==> config.mk <==
export PLATFORM = sky130hd
export DESIGN_NAME = song_sequencer_flat
export DESIGN_NICKNAME = d
export VERILOG_FILES = /design/src/rtl/song_pkg.sv /design/src/rtl/song_sequencer_if.sv /design/src/rtl/song_sequencer_beat_timer.sv /design/src/rtl/song_sequencer.sv /design/src/flat_wrapper.sv
export SDC_FILE = /design/constraint.sdc
export NUM_CORES = 1
export LEC_CHECK = 0
export CAP_MARGIN = 0
export CELL_PAD_IN_SITES_DETAIL_PLACEMENT = 0
export CELL_PAD_IN_SITES_GLOBAL_PLACEMENT = 2
export CORE_MARGIN = 2
export CORE_UTILIZATION = 30
export CTS_CLUSTER_DIAMETER = 100
export DETAILED_ROUTE_END_ITERATION = 12
export GPL_TIMING_DRIVEN = 0
export PLACE_DENSITY_LB_ADDON = 0.1
export SYNTH_ARGS = -nofsm -noshare
export SYNTH_HDL_FRONTEND = slang
export SYNTH_HIERARCHICAL = 1
export SYNTH_SLANG_ARGS = --single-unit
==> constraint.sdc <==
create_clock -name clk -period 2.7 [get_ports clk]
set_clock_uncertainty 0.2 [all_clocks]
set_input_delay 0.405 -clock clk [delete_from_list [all_inputs] [get_ports clk]]
set_output_delay 0.405 -clock clk [all_outputs]
set_load 0.01 [all_outputs]
==> src/rtl/song_pkg.sv <==
// ---------------------------------------------------------------------------
// song_pkg
// Shared definitions for the song sequencer: the rest note code, the player
// state encoding and helpers that split a song word {dur, note} into fields.
// No ports (package).
// ---------------------------------------------------------------------------
package song_pkg;

  // A note code of zero is silence, both in the ROM and on the output.
  localparam int REST_NOTE = 0;

  typedef enum logic [1:0] {
    IDLE = 2'd0,
    PLAY = 2'd1,
    GAP  = 2'd2,
    DONE = 2'd3
  } state_e;

  // Plain-vector aliases of the state encoding for legacy-style FSM code.
  localparam logic [1:0] ST_IDLE = IDLE;
  localparam logic [1:0] ST_PLAY = PLAY;
  localparam logic [1:0] ST_GAP  = GAP;
  localparam logic [1:0] ST_DONE = DONE;

  // Low noteW bits of a song word hold the note code.
  function automatic logic [31:0] wordNote(input logic [31:0] word, input int noteW);
    return word & ((32'd1 << noteW) - 32'd1);
  endfunction

  // The durW bits above the note code hold the duration in beats.
  function automatic logic [31:0] wordDur(input logic [31:0] word, input int noteW,
                                          input int durW);
    return (word >> noteW) & ((32'd1 << durW) - 32'd1);
  endfunction

endpackage

==> src/rtl/song_sequencer_if.sv <==
// ---------------------------------------------------------------------------
// song_sequencer_if
// Control and note bus between a controller/testbench (master) and the
// song sequencer (slave).
//   start, stop, pause, loop_en : master -> sequencer controls
//   note, note_strobe           : current note code and new-note pulse
//   playing, done, index        : player status and current ROM index
// ---------------------------------------------------------------------------
interface song_sequencer_if #(
  parameter int NOTE_W = 7,
  parameter int DEPTH  = 48
);
  localparam int INDEX_W = (DEPTH > 1) ? $clog2(DEPTH) : 1;

  logic               start;
  logic               stop;
  logic               pause;
  logic               loop_en;
  logic [NOTE_W-1:0]  note;
  logic               note_strobe;
  logic               playing;
  logic               done;
  logic [INDEX_W-1:0] index;

  modport master (
    output start, stop, pause, loop_en,
    input  note, note_strobe, playing, done, index
  );

  modport slave (
    input  start, stop, pause, loop_en,
    output note, note_strobe, playing, done, index
  );
endinterface

==> src/rtl/song_sequencer_beat_timer.sv <==
// ---------------------------------------------------------------------------
// beat_timer
// Tempo prescaler: counts enabled clk cycles 0..TICKS_PER_BEAT-1 and pulses
// o_beat during the last count of every beat.
//   clk, reset : clock, asynchronous active-high reset
//   i_clear    : restart the beat from count 0 (wins over i_enable)
//   i_enable   : advance the count; low freezes it
//   o_beat     : one-cycle pulse on the terminal count while enabled
// ---------------------------------------------------------------------------
module beat_timer #(
  parameter int TICKS_PER_BEAT = 12500000
) (
  input  logic clk,
  input  logic reset,
  input  logic i_clear,
  input  logic i_enable,
  output logic o_beat
);

  localparam int CW = $clog2(TICKS_PER_BEAT + 1);
  localparam logic [CW-1:0] LAST = CW'(TICKS_PER_BEAT - 1);

  logic [CW-1:0] r_count;
  logic          w_last;

  assign w_last = (r_count == LAST);
  assign o_beat = i_enable && w_last;

  // Count wraps to zero on the terminal count so the next beat starts cleanly.
  always_ff @(posedge clk or posedge reset) begin
    if (reset) begin
      r_count <= '0;
    end else if (i_clear) begin
      r_count <= '0;
    end else if (i_enable) begin
      r_count <= w_last ? '0 : r_count + CW'(1);
    end
  end

endmodule

==> src/rtl/song_sequencer.sv <==
// ---------------------------------------------------------------------------
// song_sequencer
// Plays a song held in a constant ROM of {dur, note} words. Each note is held
// for dur beats, optionally followed by GAP_TICKS cycles of rest, then the
// next word is presented. A word with dur == 0 (or running off the ROM end)
// ends the song: wrap to word 0 when loop_en is high, otherwise stop in DONE.
// ROM contents come from ROM_INIT, word i at bits [i*W +: W].
//   clk, reset : clock, asynchronous active-high reset
//   bus        : song_sequencer_if slave (start/stop/pause/loop_en in,
//                note/note_strobe/playing/done/index out)
// ---------------------------------------------------------------------------
module song_sequencer
  import song_pkg::*;
#(
  parameter int NOTE_W         = 7,
  parameter int DUR_W          = 4,
  parameter int DEPTH          = 48,
  parameter int TICKS_PER_BEAT = 12500000,
  parameter int GAP_TICKS      = 0,
  parameter logic [DEPTH*(NOTE_W+DUR_W)-1:0] ROM_INIT = '0
) (
  input  logic            clk,
  input  logic            reset,
  song_sequencer_if.slave bus
);

  localparam int W  = NOTE_W + DUR_W;
  localparam int IW = (DEPTH > 1) ? $clog2(DEPTH) : 1;
  localparam int GW = (GAP_TICKS > 0) ? $clog2(GAP_TICKS + 1) : 1;
  localparam logic [IW-1:0] LAST_IDX = IW'(DEPTH - 1);
  localparam logic [GW-1:0] GAP_LAST = GW'((GAP_TICKS > 0) ? GAP_TICKS - 1 : 0);

  logic [1:0]        r_state;
  logic [NOTE_W-1:0] r_note;
  logic              r_strobe;
  logic [IW-1:0]     r_index;
  logic [DUR_W-1:0]  r_remain;
  logic [GW-1:0]     r_gapCnt;

  logic [W-1:0]      w_rom [DEPTH];
  logic [NOTE_W-1:0] w_note0;
  logic [DUR_W-1:0]  w_dur0;
  logic              w_wrap;
  logic [IW-1:0]     w_cand;
  logic              w_candEnd;
  logic [IW-1:0]     w_nextIdx;
  logic [NOTE_W-1:0] w_nextNote;
  logic [DUR_W-1:0]  w_nextDur;
  logic              w_beat;
  logic              w_noteEnd;
  logic              w_advance;

  for (genvar g = 0; g < DEPTH; g++) begin : g_rom
    assign w_rom[g] = ROM_INIT[g*W +: W];
  end

  assign w_note0 = NOTE_W'(wordNote(32'(w_rom[0]), NOTE_W));
  assign w_dur0  = DUR_W'(wordDur(32'(w_rom[0]), NOTE_W, DUR_W));

  // End of song is either running past the last word or hitting a dur==0 marker;
  // both resolve to word 0, which is only played when looping.
  assign w_wrap     = (r_index == LAST_IDX);
  assign w_cand     = w_wrap ? '0 : r_index + IW'(1);
  assign w_candEnd  = w_wrap || (wordDur(32'(w_rom[w_cand]), NOTE_W, DUR_W) == 32'd0);
  assign w_nextIdx  = w_candEnd ? '0 : w_cand;
  assign w_nextNote = NOTE_W'(wordNote(32'(w_rom[w_nextIdx]), NOTE_W));
  assign w_nextDur  = DUR_W'(wordDur(32'(w_rom[w_nextIdx]), NOTE_W, DUR_W));

  beat_timer #(
    .TICKS_PER_BEAT (TICKS_PER_BEAT)
  ) u_beat_timer (
    .clk      (clk),
    .reset    (reset),
    .i_clear  (bus.start || bus.stop),
    .i_enable ((r_state == ST_PLAY) && !bus.pause),
    .o_beat   (w_beat)
  );

  // The note's last beat either opens the gap or, in legato, advances at once.
  assign w_noteEnd = w_beat && (r_remain == DUR_W'(1));
  assign w_advance = (GAP_TICKS == 0) ? w_noteEnd
                                      : ((r_state == ST_GAP) && (r_gapCnt == GAP_LAST));

  // Player FSM: stop beats start beats pause; pause freezes every counter.
  always_ff @(posedge clk or posedge reset) begin
    if (reset) begin
      r_state  <= ST_IDLE;
      r_note   <= NOTE_W'(REST_NOTE);
      r_strobe <= 1'b0;
      r_index  <= '0;
      r_remain <= '0;
      r_gapCnt <= '0;
    end else begin
      r_strobe <= 1'b0;
      if (bus.stop) begin
        r_state  <= ST_IDLE;
        r_note   <= NOTE_W'(REST_NOTE);
        r_index  <= '0;
        r_remain <= '0;
        r_gapCnt <= '0;
      end else if (bus.start) begin
        r_index  <= '0;
        r_gapCnt <= '0;
        if (w_dur0 == '0) begin
          r_state  <= ST_DONE;
          r_note   <= NOTE_W'(REST_NOTE);
          r_remain <= '0;
        end else begin
          r_state  <= ST_PLAY;
          r_note   <= w_note0;
          r_strobe <= 1'b1;
          r_remain <= w_dur0;
        end
      end else if (!bus.pause) begin
        if (w_advance) begin
          if (w_candEnd && !bus.loop_en) begin
            r_state <= ST_DONE;
            r_note  <= NOTE_W'(REST_NOTE);
          end else begin
            r_state  <= ST_PLAY;
            r_index  <= w_nextIdx;
            r_note   <= w_nextNote;
            r_strobe <= 1'b1;
            r_remain <= w_nextDur;
          end
        end else if (w_noteEnd) begin
          r_state  <= ST_GAP;
          r_note   <= NOTE_W'(REST_NOTE);
          r_gapCnt <= '0;
        end else if (r_state == ST_GAP) begin
          r_gapCnt <= r_gapCnt + GW'(1);
        end else if (w_beat) begin
          r_remain <= r_remain - DUR_W'(1);
        end
      end
    end
  end

  assign bus.note        = r_note;
  assign bus.note_strobe = r_strobe;
  assign bus.playing     = (r_state == ST_PLAY) || (r_state == ST_GAP);
  assign bus.done        = (r_state == ST_DONE);
  assign bus.index       = r_index;

endmodule
==> src/flat_wrapper.sv <==
// flat-port wrapper written by rule: the top's interface ports become plain ports
module song_sequencer_flat import song_pkg::*;
#(
  parameter int NOTE_W         = 7,
  parameter int DUR_W          = 4,
  parameter int DEPTH          = 48,
  parameter int TICKS_PER_BEAT = 12500000,
  parameter int GAP_TICKS      = 0,
  parameter logic [DEPTH*(NOTE_W+DUR_W)-1:0] ROM_INIT = '0
)
  (clk, reset, bus_start, bus_stop, bus_pause, bus_loop_en, bus_note, bus_note_strobe, bus_playing, bus_done, bus_index);
  song_sequencer_if #(.NOTE_W(NOTE_W), .DEPTH(DEPTH)) bus_i ();
  input  logic clk;
  input  logic reset;
  input wire logic [$bits(bus_i.start)-1:0] bus_start;
  input wire logic [$bits(bus_i.stop)-1:0] bus_stop;
  input wire logic [$bits(bus_i.pause)-1:0] bus_pause;
  input wire logic [$bits(bus_i.loop_en)-1:0] bus_loop_en;
  output wire logic [$bits(bus_i.note)-1:0] bus_note;
  output wire logic [$bits(bus_i.note_strobe)-1:0] bus_note_strobe;
  output wire logic [$bits(bus_i.playing)-1:0] bus_playing;
  output wire logic [$bits(bus_i.done)-1:0] bus_done;
  output wire logic [$bits(bus_i.index)-1:0] bus_index;
  assign bus_i.start = bus_start;
  assign bus_i.stop = bus_stop;
  assign bus_i.pause = bus_pause;
  assign bus_i.loop_en = bus_loop_en;
  assign bus_note = bus_i.note;
  assign bus_note_strobe = bus_i.note_strobe;
  assign bus_playing = bus_i.playing;
  assign bus_done = bus_i.done;
  assign bus_index = bus_i.index;
  song_sequencer #(.NOTE_W(NOTE_W), .DUR_W(DUR_W), .DEPTH(DEPTH), .TICKS_PER_BEAT(TICKS_PER_BEAT), .GAP_TICKS(GAP_TICKS), .ROM_INIT(ROM_INIT)) u_core (.clk(clk), .reset(reset), .bus(bus_i));
endmodule
# ---- After elaboration in Yosys (flattened, before gate mapping)
# Memory sizes are Yosys's and may differ from the RTL's.
# Cells that the tools add are included.
dict set report word_totals {
  input_bits 6
  out_inout_bits 16
  romBits 1408
  register_bits 44
  wordCells 77
  memories 2
}
# memory words width read_ports rd_ports_with_merged_regs write_ports line
set memory_table {}
lappend memory_table {{(no name shown)} 64 11 1 0 0 song_sequencer.sv:66} ;# assign w_nextNote = NOTE_W'(wordNote(32'(w_rom[w_nextIdx]), NOTE_W));
lappend memory_table {{(no name shown)} 64 11 1 0 0 song_sequencer.sv:64} ;# assign w_candEnd = w_wrap || (wordDur(32'(w_rom[w_cand]), NOTE_W, DUR_W) == 32'd0);
dict set report classes {
  reduce_logical 16
  n_mux 36
  eq_ne 10
  n_bitwise 2
  n_addsub 3
  n_lt_le_gt_ge 2
}
# op count
set op_table {}
lappend op_table {{24-bit 2-to-1 mux} 3}
lappend op_table {{11-bit 2-to-1 mux} 4}
lappend op_table {{6-bit 2-to-1 mux} 7}
lappend op_table {{7-bit 2-to-1 mux} 5}
lappend op_table {{32-bit logical NOT} 1}
lappend op_table {{4-bit 2-to-1 mux} 7}
lappend op_table {{24-bit by 1-bit adder with 24-bit output (second input constant)} 1}
lappend op_table {{24-bit == test (second input constant)} 1}
lappend op_table {{7-bit greater-or-equal comparator (second input constant)} 2}
lappend op_table {{6-bit inverter with 7-bit output} 2}
lappend op_table {{2-bit 2-to-1 mux} 5}
lappend op_table {{6-bit by 1-bit adder with 6-bit output (second input constant)} 1}
lappend op_table {{6-bit == test (second input constant)} 1}
lappend op_table {{3-bit inequality test (second input constant)} 2}
lappend op_table {{1-bit 2-to-1 mux} 5}
lappend op_table {{2-bit == test (second input constant)} 2}
lappend op_table {{4-bit by 1-bit == test with 1-bit output (second input constant)} 1}
lappend op_table {{1-bit logical AND} 4}
lappend op_table {{4-bit by 3-bit inequality test with 1-bit output (second input constant)} 1}
lappend op_table {{4-bit inequality test (second input constant)} 1}
lappend op_table {{4-bit AND reduction} 1}
lappend op_table {{4-bit nonzero test} 1}
lappend op_table {{4-bit by 1-bit subtractor with 4-bit output (second input constant)} 1}
lappend op_table {{1-bit logical OR} 3}
lappend op_table {{6 further kinds} 7}

# ---- Longest topological paths before layout
dict set report depth {
  word_depth 18
  ltp_mapped 9
  depth_no_buf 8
}

# ---- By module
# Netlist, hierarchy kept.
# mod n_inst area_each_um2 cells_per_inst seq_area_each_um2
set by_module_without_submodules {}
lappend by_module_without_submodules {beat_timer 1 1445.1 156 600.6}
lappend by_module_without_submodules {song_sequencer 1 535.5 61 175.2}

# ---- Worst setup path after synthesis
# OpenSTA, ideal clock, no wires.
dict set report synth_timing {
  kind {register to register}
  start {register u_core.r_state[1]}
  end {register u_core.r_remain[2]}
  path_stages_with_launch 10
  synth_period_minus_slack_ps 2487
  path_slack_ps 213
  path_buffers 1
  t_required_ps 2423
  setup_ps 77
  arrival_time_ps 2210
  path_cell_list {dfrtp_1 -> inv_1 -> ha_1 -> nor2b_1 -> buf_2 -> inv_1 -> nor4_1 -> or3b_4 -> or4_1 -> a21oi_1}
}
dict set report synth_via {
  elab_chain_len 8
  elab_cells_between_ends 13
  cone_classes {eq/ne (4); mux (4); reduce/logical (5)}
}
# item line
set synth_rtl {}
lappend synth_rtl {{start: declaration} song_sequencer.sv:33} ;# logic [1:0] r_state;
lappend synth_rtl {{start signal: assignment} song_sequencer.sv:87} ;# r_state <= ST_IDLE;
lappend synth_rtl {{start signal: assignment} song_sequencer.sv:96} ;# r_state <= ST_IDLE;
lappend synth_rtl {{start signal: assignment} song_sequencer.sv:105} ;# r_state <= ST_DONE;
lappend synth_rtl {{2-bit by 1-bit == test with 1-bit output *} song_sequencer.sv:75} ;# .i_enable ((r_state == ST_PLAY) && !bus.pause),
lappend synth_rtl {{1-bit logical AND *} song_sequencer.sv:75}
lappend synth_rtl {{1-bit logical AND *} song_sequencer_beat_timer.sv:27} ;# assign o_beat = i_enable && w_last;
lappend synth_rtl {{net u_core.w_beat} song_sequencer.sv:49} ;# logic w_beat;
lappend synth_rtl {{1-bit logical AND} song_sequencer.sv:80} ;# assign w_noteEnd = w_beat && (r_remain == DUR_W'(1));
lappend synth_rtl {{4-bit 2-to-1 mux} song_sequencer.sv:115} ;# if (w_advance) begin
lappend synth_rtl {{4-bit 2-to-1 mux} song_sequencer.sv:114} ;# end else if (!bus.pause) begin
lappend synth_rtl {{4-bit 2-to-1 mux} song_sequencer.sv:101} ;# end else if (bus.start) begin
lappend synth_rtl {{4-bit 2-to-1 mux} song_sequencer.sv:95} ;# if (bus.stop) begin
lappend synth_rtl {{end signal: assignment} song_sequencer.sv:112} ;# r_remain <= w_dur0;
lappend synth_rtl {{end signal: assignment} song_sequencer.sv:124} ;# r_remain <= w_nextDur;
lappend synth_rtl {{end signal: assignment} song_sequencer.sv:133} ;# r_remain <= r_remain - DUR_W'(1);
lappend synth_rtl {{end: declaration} song_sequencer.sv:37} ;# logic [DUR_W-1:0] r_remain;
# The timed path passes the listed nets; every way through them passes the cells marked *. The select of a mux whose other input is x is not followed.
# A chain may end at the register's enable or synchronous reset.

# ---- Final worst setup path
dict set report layout_timing {
  start {register u_core.u_beat_timer.r_count[5]}
  end {register u_core.r_remain[2]}
}
dict set report layout_via {
  elab_chain_len 7
  elab_cells_between_ends 11
  cone_classes {eq/ne (3); mux (4); reduce/logical (4)}
}
# item line
set layout_rtl {}
lappend layout_rtl {{start: declaration} song_sequencer_beat_timer.sv:23} ;# logic [CW-1:0] r_count;
lappend layout_rtl {{start signal: assignment} song_sequencer_beat_timer.sv:36} ;# r_count <= w_last ? '0 : r_count + CW'(1);
lappend layout_rtl {{24-bit == test *} song_sequencer_beat_timer.sv:26} ;# assign w_last = (r_count == LAST);
lappend layout_rtl {{1-bit logical AND *} song_sequencer_beat_timer.sv:27}
lappend layout_rtl {{net u_core.w_beat} song_sequencer.sv:49}
lappend layout_rtl {{1-bit logical AND} song_sequencer.sv:80}
lappend layout_rtl {{4-bit 2-to-1 mux} song_sequencer.sv:115}
lappend layout_rtl {{4-bit 2-to-1 mux} song_sequencer.sv:114}
lappend layout_rtl {{4-bit 2-to-1 mux} song_sequencer.sv:101}
lappend layout_rtl {{4-bit 2-to-1 mux} song_sequencer.sv:95}
# Marked as above.

==> impl_metrics.csv <==
group,metric,value,unit
outcome,status,"finished clean",
synthesis,synth_cells,217,
setup_path,crit_type,"reg -> reg",
sta,worst_slew_pin_slew,1.00,ns
synthesis,async_reset_ff_frac,1.00,
clock_network,clk-insertion-delay-late,0.28,ns
cells_and_area,fillers,674,
global_route,grt_pass1_wl,8210,um
sta,finalCritPeriodShare,0.943,
die,placementRows,29,
detailed_routing,routed_wl,5000,um
place,port_buffers,8,
min_path,worst_hold_path_type,"in -> async",
cells_and_area,area_growth,18.8,%
detailed_routing,drc,0,
clock_network,cts_hold_buf,0,
clock_network,root_buffer,"clkbuf_8",
sta,fmax,393,MHz
run,drv_cap,0,
clock_network,cts_buffer_depth,2,
detailed_routing,wl_per_cell,15.3,um
detailed_routing,first_pass_iters,4,
setup_path,worstPathMaxFanout,7,
setup_path,reg2reg_from,"u_core/u_beat_timer/r_count[5]",
global_route,grt_pass1_vias,1617,
detailed_routing,vias,1654,
setup_path,end_kind,"flip-flop",
global_route,grt_overflow_total,0,
sta,timing.final.ws_setup,0.153,ns
synthesis,synth_area_per_cell,9.13,sq um
clock_network,cts_tree,"built",
place,globalplace.congestion,0.734,
sta,slew_headroom,0.330,
setup_path,cp.arrival,2.56,ns
detailed_routing,drt_iter0_markers,68,
synthesis,ys_seq_area_frac,0.392,
detailed_routing,ant_nets,0,
synthesis,ys_seq_elements,31,
setup_path,cp-start-kind,"flip-flop",
power,powerDensity,389,nW/um^2
power,total_power,0.915,mW
global_route,groute.usage.overall,0.146,
synthesis,yosysUniqueCellTypes,50,
synthesis,synth_flop_cell,"dfrtp_1",
sta,slew_violations,0,
synthesis,ys_warn_count,6,
global_route,grt_max_degree,25,
die,fp.dieW,85.3,um
cells_and_area,nets,260,
clock_network,clk_pin_slew,0.07,ns
setup_path,critPathRequiredTime,2.71,ns
place,place_ws,-0.572,ns
die,core-area,6350,sq um
synthesis,syn-cell-area,1980,sq um
clock_network,numCtsBuffers,5,
setup_path,cp-startpoint,"u_core/u_beat_timer/r_count[5]",
detailed_routing,vias_per_cell,5.07,
sta,finalCriticalPeriod,2.55,ns
cells_and_area,drive_above_1_share,0.193,
die,die-area,7270,sq um
clock_network,ctsHtreeMaxLevel,2,
cells_and_area,final_util,0.370,
sta,timing_hold_violations_final,0,
sta,setup_viol_count_final,0,
clock_network,numClockSinks,31,
synthesis,synth-edff-count,0,
global_route,antenna_found_initial,0,
cells_and_area,diodes,0,
die,dieHeight,85.3,um
die,design.portCount,22,
power,ir_drop,0.000240,V
die,initial_core_util,0.312,
place,hpwl,3620,um
power,p_leak,0.967,nW
[flip-flops by register name (all words and copies together) (netlist names)]
name,count
u_core/r_state,2
u_core/r_remain,4
u_core/bus.note_strobe,1
u_core/u_beat_timer/r_count,24
[kinds of logic after synthesis]
logic type,after synthesis,share of synthesized area
compound gates,38,0.139
mux,1,0.00505
flops,31,0.392
xor+xnor,13,0.0575
simple gates,95,0.277
other cells,1,0.00189
fa+ha+maj,6,0.0379
buf+inv,32,0.0903
[final cells by class]
| cell class | instances | area (sq um) | share of cell area |
|---|---|---|---|
| repair buffers | 12 | 110 | 0.0468 |
| well taps | 77 | 96.3 | 0.0410 |
| inverters | 13 | 48.8 | 0.0207 |
| multi-input cells | 166 | 1100 | 0.469 |
| clock buffers | 7 | 76.3 | 0.0324 |
| clock inverters | 1 | 5.00 | 0.00213 |
| flip-flops and latches | 31 | 778 | 0.331 |
| plain buffers | 19 | 135 | 0.0574 |
[synth_stat cells (2+ instances only)]
cell	number	area, sq um
nand2_1	17	63.8
dfrtp_1	31	776
and4_1	2	17.5
nand3_1	7	35.0
nor3_1	6	30.0
nor4_1	9	56.3
nor2b_1	2	12.5
or4_1	4	30.0
nand4_1	8	50.1
a32oi_1	2	17.5
nor2_1	18	67.6
clkbuf_2	3	15.0
xnor2_1	7	61.3
and3_1	4	25.0
ha_1	6	75.1
o31ai_1	6	45.0
nand2b_1	2	12.5
or3b_2	2	17.5
or3_1	3	18.8
buf_4	14	105
inv_1	13	48.8
buf_2	2	10.0
a21oi_1	9	45.0
o21ai_0	9	45.0
xor2_1	6	52.6
[worst max-delay path, cell delays in order, from the launching register on]
cell and delay [ns]:
dfrtp_1 0.36, clkbuf_2 0.18, nor4_2 0.29, nand2_1 0.12
nor4_4 0.34, or3b_4 0.45, or4_1 0.40, a21oi_1 0.13
[report_power, final]
part / switching [mW] / leakage (nW) / total, mW / internal (mW)
combinational: 0.0469 / 0.498 / 0.0816 / 0.0347
clock: 0.183 / 0.0422 / 0.364 / 0.181
sequential: 0.00225 / 0.427 / 0.469 / 0.467
total: 0.232 / 0.967 / 0.915 / 0.682
[placed cells by master (no fill, tap or decap), types with 2 or more instances in the layout]
cell type,count
a32oi_1,2
ha_1,5
o31ai_1,6
buf_4,19
conb_1,13
inv_1,12
clkbuf_2,2
nor3_1,6
dfrtp_2,2
or3b_2,2
clkbuf_8,5
nor4_1,7
a21oi_1,9
or4_1,4
nand3_2,2
o21ai_0,9
clkdlybuf4s50_1,8
or3_1,3
nand2_1,17
nor2b_1,2
xor2_1,6
xnor2_1,7
clkbuf_1,2
nand4_1,8
nand3_1,6
and4_1,2
and3_1,4
nand2b_1,2
nor2_1,18
dfrtp_1,29
[what timing repair did]
| item | 4_1_cts | 5_1_grt |
|---|---|---|
| pin swaps | 1 | 1 |
| endpoints found under the hold margin | 0 | 0 |
| cloned | 0 | 0 |
| setup endpoints to repair | 5 | 16 |
| buffers inserted | 1 | 3 |
| gates resized for setup | 4 | 9 |
[path summary, 6_finish.rpt]
path,end,slack [ns],cells past startpoint
min in group clk,u_core/u_beat_timer/r_count[20],0.35,2
worst max register to register,u_core/r_remain[2],0.15,7
max in group asynchronous,u_core/u_beat_timer/r_count[0],1.13,2
worst min-delay path,u_core/r_remain[2],0.19,2
worst max-delay path,u_core/r_remain[2],0.15,7
worst min register to register,u_core/u_beat_timer/r_count[20],0.35,2
[per-stage QoR]
step | std cells | area [sq um] | hold slack, ns | TNS (ns)
after floorplan | 229 | 2030 | 0.00840 | 0
after global placement | 314 | 2200 | 0.340 | -4.65
after detailed placement | 314 | 2200 | 0.351 | -4.85
after CTS | 323 | 2310 | 0.197 | 0
after global routing | 326 | 2350 | 0.207 | -0.000855
final | 326 | 2350 | 0.187 | 0
[routing by layer]
layer	global-route usage	share of wire	routed length (um)
met1	0.177	0.46	2280
met2	0.256	0.49	2460
met3	0.0350	0.039	197
met4	0.0433	0.012	60
met5	0	0	0
No activity file was read; power rests on OpenSTA's default activity.
